File: src/rtl/median_filter_ctrl_pkg.sv
// median_filter_ctrl_pkg: shared FSM states, error codes and pixel width for the frame controller
package median_filter_ctrl_pkg;
    localparam int PIXEL_W = 8;
    typedef enum logic [2:0] {IDLE, START, FEED, DRAIN, DONE, ERR} ctrl_state_e;
    typedef enum logic [1:0] {ERR_NONE, ERR_EARLY_DONE, ERR_COUNT_MISMATCH, ERR_TIMEOUT} ctrl_err_e;
endpackage

File: src/rtl/frame_pixel_counter.sv
// frame_pixel_counter: CW-bit pixel counter with clear, increment, saturation and terminal-count flag
module frame_pixel_counter #(
    parameter int CW   = 4,
    parameter int TERM = 0
) (
    input  logic          clk,
    input  logic          rst,
    input  logic          clr,
    input  logic          inc,
    output logic [CW-1:0] count,
    output logic          tc
);
    // clear wins over increment; the count sticks at all-ones instead of wrapping
    always_ff @(posedge clk or posedge rst)
        if (rst)
            count <= '0;
        else if (clr)
            count <= '0;
        else if (inc && count != '1)
            count <= count + 1'b1;
    assign tc = count == CW'(TERM);
endmodule

File: src/rtl/median_filter_frame_ctrl.sv
// median_filter_frame_ctrl: frame sequencer in front of median_filter; MEDIAN_CTRL_TIMEOUT_EN enables a DRAIN watchdog
module median_filter_frame_ctrl
    import median_filter_ctrl_pkg::*;
#(
    parameter int IMAGE_LEN      = 1080,
    parameter int IMAGE_HEIGHT   = 720,
    parameter int TIMEOUT_CYCLES = 4096,
    localparam int PIXELS        = IMAGE_LEN * IMAGE_HEIGHT,
    localparam int CW            = $clog2(PIXELS + 1)
) (
    input  logic               clk,
    input  logic               rst,
    input  logic               frame_req_i,
    input  logic               abort_i,
    input  logic               clear_err_i,
    input  logic               src_valid_i,
    output logic               src_ready_o,
    input  logic [PIXEL_W-1:0] src_red_i,
    input  logic [PIXEL_W-1:0] src_green_i,
    input  logic [PIXEL_W-1:0] src_blue_i,
    output logic               filt_start_o,
    output logic               filt_valid_o,
    output logic [PIXEL_W-1:0] filt_red_o,
    output logic [PIXEL_W-1:0] filt_green_o,
    output logic [PIXEL_W-1:0] filt_blue_o,
    input  logic               filt_valid_i,
    input  logic               filt_done_i,
    output logic               frame_ack_o,
    output logic               frame_done_o,
    output logic               busy_o,
    output logic               err_o,
    output logic [1:0]         err_code_o,
    output logic [CW-1:0]      in_count_o,
    output logic [CW-1:0]      out_count_o
);
    ctrl_state_e state, state_nx;
    ctrl_err_e   err_code, err_nx;
    logic        fwd, out_inc, in_tc, out_tc, match, tmo;

    assign src_ready_o  = state == FEED;
    assign filt_start_o = state == START;
    assign frame_ack_o  = state == START;
    assign frame_done_o = state == DONE;
    assign busy_o       = state != IDLE;
    assign err_o        = state == ERR;
    assign err_code_o   = err_code;
    // a pixel taken alongside abort or an early done is dropped, not forwarded
    assign fwd          = src_valid_i & src_ready_o & ~abort_i & ~filt_done_i;
    assign out_inc      = filt_valid_i & (state == FEED || state == DRAIN) & ~abort_i;
    // total including a filter output arriving in the same cycle as done
    assign match        = filt_valid_i ? out_count_o == CW'(PIXELS - 1) : out_tc;

    frame_pixel_counter #(.CW(CW), .TERM(PIXELS - 1)) u_in_cnt (
        .clk(clk), .rst(rst), .clr(state == START), .inc(fwd), .count(in_count_o), .tc(in_tc)
    );

    frame_pixel_counter #(.CW(CW), .TERM(PIXELS)) u_out_cnt (
        .clk(clk), .rst(rst), .clr(state == START), .inc(out_inc), .count(out_count_o), .tc(out_tc)
    );

`ifdef MEDIAN_CTRL_TIMEOUT_EN
    localparam int TW = $clog2(TIMEOUT_CYCLES + 1);
    logic [TW-1:0] wd;
    // idle cycles spent in DRAIN since entry or since the last filter output
    always_ff @(posedge clk or posedge rst)
        if (rst)
            wd <= '0;
        else
            wd <= (state != DRAIN || filt_valid_i) ? '0 : wd + 1'b1;
    assign tmo = state == DRAIN && !filt_valid_i && wd == TW'(TIMEOUT_CYCLES - 1);
`else
    assign tmo = 1'b0;
`endif

    // state and error-code registers
    always_ff @(posedge clk or posedge rst)
        if (rst) begin
            state    <= IDLE;
            err_code <= ERR_NONE;
        end else begin
            state    <= state_nx;
            err_code <= err_nx;
        end

    // one-cycle registered pixel path into the filter
    always_ff @(posedge clk or posedge rst)
        if (rst) begin
            filt_valid_o <= 1'b0;
            filt_red_o   <= '0;
            filt_green_o <= '0;
            filt_blue_o  <= '0;
        end else begin
            filt_valid_o <= fwd;
            if (fwd) begin
                filt_red_o   <= src_red_i;
                filt_green_o <= src_green_i;
                filt_blue_o  <= src_blue_i;
            end
        end

    // next state and error classification; abort overrides every transition
    always_comb begin
        state_nx = state;
        err_nx   = err_code;
        case (state)
            IDLE:  if (frame_req_i) state_nx = START;
            START: begin
                state_nx = FEED;
                err_nx   = ERR_NONE;
            end
            FEED:
                if (filt_done_i) begin
                    state_nx = ERR;
                    err_nx   = ERR_EARLY_DONE;
                end else if (fwd && in_tc)
                    state_nx = DRAIN;
            DRAIN:
                if (filt_done_i) begin
                    state_nx = match ? DONE : ERR;
                    err_nx   = match ? err_code : ERR_COUNT_MISMATCH;
                end else if (tmo) begin
                    state_nx = ERR;
                    err_nx   = ERR_TIMEOUT;
                end
            DONE:  state_nx = IDLE;
            ERR:   if (clear_err_i) state_nx = IDLE;
            default: state_nx = IDLE;
        endcase
        if (abort_i) state_nx = IDLE;
    end
endmodule

File: config.mk
export PLATFORM = sky130hd
export DESIGN_NAME = median_filter_frame_ctrl
export DESIGN_NICKNAME = d
export VERILOG_FILES = /design/src/rtl/median_filter_ctrl_pkg.sv /design/src/rtl/frame_pixel_counter.sv /design/src/rtl/median_filter_frame_ctrl.sv
export SDC_FILE = /design/constraint.sdc
export NUM_CORES = 1
export LEC_CHECK = 0
export ABC_CLOCK_PERIOD_IN_PS = 2700
export CAP_MARGIN = 20
export CORE_ASPECT_RATIO = 0.7
export CORE_UTILIZATION = 40
export CTS_BUF_LIST = sky130_fd_sc_hd__clkbuf_4
export DETAILED_ROUTE_END_ITERATION = 7
export GPL_TIMING_DRIVEN = 0
export PLACE_DENSITY = 0.76
export SLEW_MARGIN = 20
export SYNTH_ARGS = -nofsm -noshare
export SYNTH_HDL_FRONTEND = slang
export SYNTH_SLANG_ARGS = --single-unit
export TNS_END_PERCENT = 10
File: constraint.sdc
create_clock -name clk -period 2.7 [get_ports clk]
set_clock_uncertainty 0.05 [all_clocks]
set_input_delay 0.27 -clock clk [delete_from_list [all_inputs] [get_ports clk]]
set_output_delay 0.27 -clock clk [all_outputs]
set_load 0.02 [all_outputs]
After elaboration in Yosys (flattened, before gate mapping)
Cells that the tools add are included.
{ "classes": {"n_addsub": 2, "mul": 0, "div_mod_pow": 0, "magnitude_cmp": 0, "n_eq_ne": 17, "n_shift": 0, "mux": 17, "bitwise": 7, "n_reduce_logical": 11} }
{ "ops": {"columns": ["operator", "count"], "rows": [
  ["$mux 20", 4],
  ["$eq 20x20->1 const B", 3],
  ["$add 20x1->20 const B", 2],
  ["$ne 20x20->1 const B", 2],
  ["$mux 3", 6],
  ["$pmux 3 s5", 1],
  ["$ne 3x3->1 const B", 3],
  ["$reduce_and 4->1", 2],
  ["$eq 3x2->1 const B", 2],
  ["$eq 3x3->1 const B", 2],
  ["$mux 2", 3],
  ["$pmux 2 s3", 1],
  ["$reduce_bool 3->1", 2],
  ["$and 1x1->1", 5],
  ["$ne 2x2->1 const B", 2],
  ["$ne 4x2->1 const B", 1],
  ["$reduce_bool 2->1", 2],
  ["$eq 3x1->1 const B", 1],
  ["$logic_and 1x1->1", 3],
  ["$logic_not 3->1", 1],
  ["$mux 1", 2],
  ["$ne 2x1->1 const B", 1],
  ["$not 1->1", 2],
  ["$logic_or 1x1->1", 1]
]} }
{ "word_totals": {"ff_bits": 70, "latchBits": 0, "ramBits": 0, "mem_bits_ro": 0, "inputBits": 32, "word_cells": 62, "n_memories": 0} }

Logic depth before layout (Yosys ltp)
Gate-level depths: netlist of the first run.
{ "logic_depth": {"word_depth": 9, "ltp_mapped": 8, "depth_no_buf": 6} }

Hierarchy
From an unflattened synthesis of the first run, not the netlist that was laid out.
{ "hier_totals": {"cells_unflattened": 369, "hier_area_um2": 3809.9} }
{ "by_module_without_submodules": {"columns": ["module", "instances", "cells_each", "area_per_inst_um2", "seq_area_each_um2"], "rows": [
  ["median_filter_frame_ctrl", 1, 109, 1472.7, 750.7],
  ["frame_pixel_counter at u_in_cnt", 1, 133, 1181.1, 500.5],
  ["frame_pixel_counter at u_out_cnt", 1, 127, 1156.1, 500.5]
]} }

Least setup slack after synthesis of the first run
No wires, ideal clock.
{ "synth_path": {"path_type": "flip-flop to output port", "start": "reg state[2]", "end": "out frame_ack_o", "arrival_time_ps": 1743, "required_time_ps": 2380, "path_slack_ps": 637, "stages_incl_launch_ff": 8, "n_path_buf": 4, "path_cell_list": "dfrtp_1 nand2b_1 or2_2 clkbuf_1 inv_1 buf_2 buf_2 buf_4"} }
{ "synth_between": {"elab_chain_cells": 1} }
{ "synth_rtl": {"columns": ["element", "line", "source"], "rows": [
  ["start, declared", "median_filter_frame_ctrl.sv:36", "ctrl_state_e state, state_nx;"],
  ["start signal, assigned", "median_filter_frame_ctrl.sv:81", "state <= state_nx;"],
  ["$eq 3x1->1", null, null],
  ["end, declared", "median_filter_frame_ctrl.sv:28", "output logic frame_ack_o,"]
]} }
No other way between the ends.

Final worst setup path of the first run
{ "layout_path": {"start": "reg state[2]", "end": "out frame_ack_o"} }
{ "layout_between": {"elab_chain_cells": 1} }
{ "layout_rtl": {"columns": ["element", "line", "source"], "rows": [
  ["$eq 3x1->1", "median_filter_frame_ctrl.sv:42", "assign frame_ack_o = state == START;"]
]} }
No other way between the ends.

==> impl_metrics.json, run 1 <==
{
  "status": "complete, no violations",
  "ys_ff_latch": 70,
  "fp-row-count": 28,
  "route.met3.wl_um": 642,
  "antenna_cells": 0,
  "relSlewSlack_pct": 42.7,
  "gr-total-overflow": 0,
  "htreeDepth": 3,
  "drive_gt1_share_pct": 8.48,
  "ys_seq_area_share_pct": 49.0,
  "cp-end-kind": "primary output",
  "dieArea_sq_mm": 0.00932,
  "top_layer_used": "met4",
  "maxCapViolCount": 0,
  "avgSynthCellArea_sq_um": 8.96,
  "rsz0062_at_grt": "no",
  "die_y_um": 81.1,
  "cp_max_fo": 11,
  "wl_um": 9570,
  "drtAntennaViolNets": 0,
  "dp_hpwl_um": 6970,
  "cts_sinks": 70,
  "synth_compound_area_share_pct": 9.42,
  "cts.clk_slew.worst_paths_ps": 110,
  "critPathArrivalTime_ps": 2230,
  "hold_violations": 0,
  "syn_to_final_growth_pct": 37.4,
  "synth_top_area_share_pct": 49.0,
  "io_pins": 105,
  "grt_max_degree": 38,
  "viasPerCell": 5.25,
  "cts_tree": "yes",
  "synth-simple-area-share_pct": 30.6,
  "die_x_um": 115,
  "synth_edf_count": 0,
  "finalNonFillerCells": 639,
  "crit_family": "buffers and inverters",
  "clock.fmax_ghz": 0.392,
  "synth_top_family_by_area": "simple AND/OR/NAND/NOR gates",
  "timing.final.crit_share_pct": 94.6,
  "vdd_drop_max_uv": 404,
  "synthTopCellsByArea": "dfrtp_1 49%, nand2_1 11%, xnor2_1 5.1%, nor2_1 4.1%, nand3_1 2.2%",
  "synth_flop_cell": "dfrtp_1",
  "slew_violations": 0,
  "cts_buffers": 9,
  "nets": 548,
  "synth_cell_types": 53,
  "drt_pre_antenna_iters": 5,
  "grt_util_all_layers_pct": 21.2,
  "cts-root-buf": "clkbuf_4",
  "grt_pass1_vias": 2960,
  "worst_pin_slew_ps": 852,
  "crit_required_ps": 2380,
  "clk_latency_ps": 430,
  "setup_violations": 0,
  "drc": 0,
  "powerDensity_mw_per_mm2": 596,
  "hold_ws_ps": 141,
  "drt_iter0_markers": 226,
  "worst-path-buf-inv": 5,
  "syn_nets": 433,
  "synthArstFlopShare_pct": 100,
  "vias": 3353,
  "crit_type": "reg2out",
  "grt_pass1_wl_um": 15000,
  "io_buffers": 104,
  "synth.mux.area_fraction_pct": 2.00,
  "clockBufferDepth": 2,
  "synthCells": 399,
  "synth-xor-area-share_pct": 5.15,
  "gp_congestion": 0.868,
  "crit_path_top_delay_cell": "dfrtp_2",
  "wl_met1_um": 4650,
  "coreArea_sq_mm": 0.00855,
  "critPathLaunchType": "register",
  "period_minus_slack_ps": 2550,
  "yosysTopAreaCell": "dfrtp_1",
  "synth_area_sq_mm": 0.00357,
  "met2WireLength_um": 4090,
  "cp_common_cell": "buf_4",
  "path_cells": "nand2b_1 -> or2_4 -> inv_2 -> buf_4 -> buf_6 -> buf_4 -> clkdlybuf4s15_2",
  "placed_cells": 624,
  "max_stage_delay_ps": 460,
  "initial_core_util_pct": 41.8,
  "p_leak_nw": 2.15,
  "hold_class": "in2async",
  "synthAdderAreaFrac_pct": 0.700,
  "fin_setup_tns_ps": 0,
  "yosys_warnings": 0,
  "avgRoutedWirePerCell_um": 15.0,
  "antenna_found_initial": 0
}
==> metal layers <==
| metal | up-vias | GRT usage (%) |
|---|---|---|
| li1 | 1613 | - |
| met1 | 1604 | 31.4 |
| met2 | 118 | 29.3 |
| met3 | 18 | 6.79 |
| met4 | 0 | 6.23 |
| met5 | - | 0 |
==> cell type report <==
cell class              instances  area, sq um
flip-flops and latches         70         1750
clock inverters                 2         8.76
multi-input cells             304         1710
clock buffers                  14          105
repair buffers                105         1060
fillers                       792         3640
plain buffers                  17         88.8
inverters                       7         28.8
well taps                     120          150
==> flip-flops by register name, indices dropped and copies added, names as in the netlist <==
name             flops
filt_red_o           8
filt_valid_o         1
u_in_cnt.count      20
filt_blue_o          8
filt_green_o         8
err_code_o           2
state                3
u_out_cnt.count     20
==> timing repair <==
item                                    4_1_cts  5_1_grt
pin swaps                                     0        0
buffers inserted                              0        0
resized for setup                             9        1
hold buffers                                  0        0
endpoints found under the setup margin        2        2
==> cells in the final DEF (no fill, tap or decap), drive strengths merged, types with 11 or more instances in the layout <==
| cell | Yosys | layout |
|---|---|---|
| a21oi | 15 | 15 |
| buf | 10 | 11 |
| clkbuf | 8 | 21 |
| clkdlybuf4s50 | 0 | 102 |
| dfrtp | 70 | 70 |
| nand2 | 108 | 108 |
| nand3 | 16 | 16 |
| nand4 | 12 | 12 |
| nor2 | 39 | 39 |
| xnor2 | 21 | 21 |
==> report_power, final <==
| part | switching (mW) | leakage (nW) | internal [mW] |
|---|---|---|---|
| registers | 0.110 | 0.949 | 1.22 |
| logic | 0.524 | 1.13 | 0.469 |
| clock network | 0.362 | 0.0699 | 0.238 |
| total | 0.997 | 2.15 | 1.93 |
==> metrics by stage <==
stage	instance area (sq um)	setup WS (ps)	util [%]	total power, mW
4_1_cts	4910	3.36	57.4	2.95
6_report	4910	146	57.4	2.93
3_3_place_gp	4760	-626	55.7	2.32
3_5_place_dp	4790	-254	56.0	2.34
5_1_grt	4910	12.9	57.4	3.10
2_1_floorplan	3570	612	-	1.83
==> final timing paths <==
path,from,end,slack (ps),depth (start not counted)
setup / recovery,state[2]$_DFFE_PP0P_,frame_ack_o,150,7
hold / removal,rst,filt_green_o[4]$_DFFE_PP0P_,140,2
setup reg to reg,u_in_cnt.count[0]$_DFFE_PP0P_,u_in_cnt.count[19]$_DFFE_PP0P_,380,6
hold reg to reg,filt_green_o[1]$_DFFE_PP0P_,filt_green_o[1]$_DFFE_PP0P_,430,2
max in group asynchronous,rst,u_out_cnt.count[8]$_DFFE_PP0P_,1900,3
min in group clk,src_blue_i[2],filt_blue_o[2]$_DFFE_PP0P_,300,3
==> cells in the mapped netlist, types with 3 or more instances <==
cell       number
nand2_1       108
dfrtp_1        70
nor2_1         39
xnor2_1        21
nand3_1        16
a21oi_1        15
nand4_1        11
buf_2           9
a211oi_1        8
o21ai_0         8
clkbuf_1        7
nor3_1          7
and4_1          6
inv_1           6
mux2i_1         6
nor4_1          5
a2111oi_0       4
and3_1          3
nand2b_1        3
nor3b_1         3
or3_1           3
==> cells by family after synthesis <==
logic type	after synthesis
muxes	7
xor gates and xnor gates	21
and+or+nand+nor	224
AOI/OAI and AO/OA	50
DFF	70
adders and majority gates	2
buffers and inverters	25
==> worst register-to-register path, cell delays in order, from the launching register on <==
cell,delay (ps)
dfrtp_1,450
ha_1,270
and3_1,250
and4_1,290
a2111oi_0,660
xnor2_1,190
nor2_1,50
Power figures use the tool's default switching activity.
==> run 2: changes to the inputs <==
--- a/config.mk
+++ b/config.mk
@@ -6,11 +6,12 @@
 export NUM_CORES = 1
 export LEC_CHECK = 0
 export ABC_CLOCK_PERIOD_IN_PS = 2700
-export CAP_MARGIN = 20
 export CORE_ASPECT_RATIO = 0.7
 export CORE_UTILIZATION = 40
 export CTS_BUF_LIST = sky130_fd_sc_hd__clkbuf_4
+export CTS_CLUSTER_DIAMETER = 80
 export DETAILED_ROUTE_END_ITERATION = 7
+export GPL_ROUTABILITY_DRIVEN = 0
 export GPL_TIMING_DRIVEN = 0
 export PLACE_DENSITY = 0.76
 export SLEW_MARGIN = 20
==> results of run 2 <==
Final layout, timing and power as in run 1 (identical DEF).
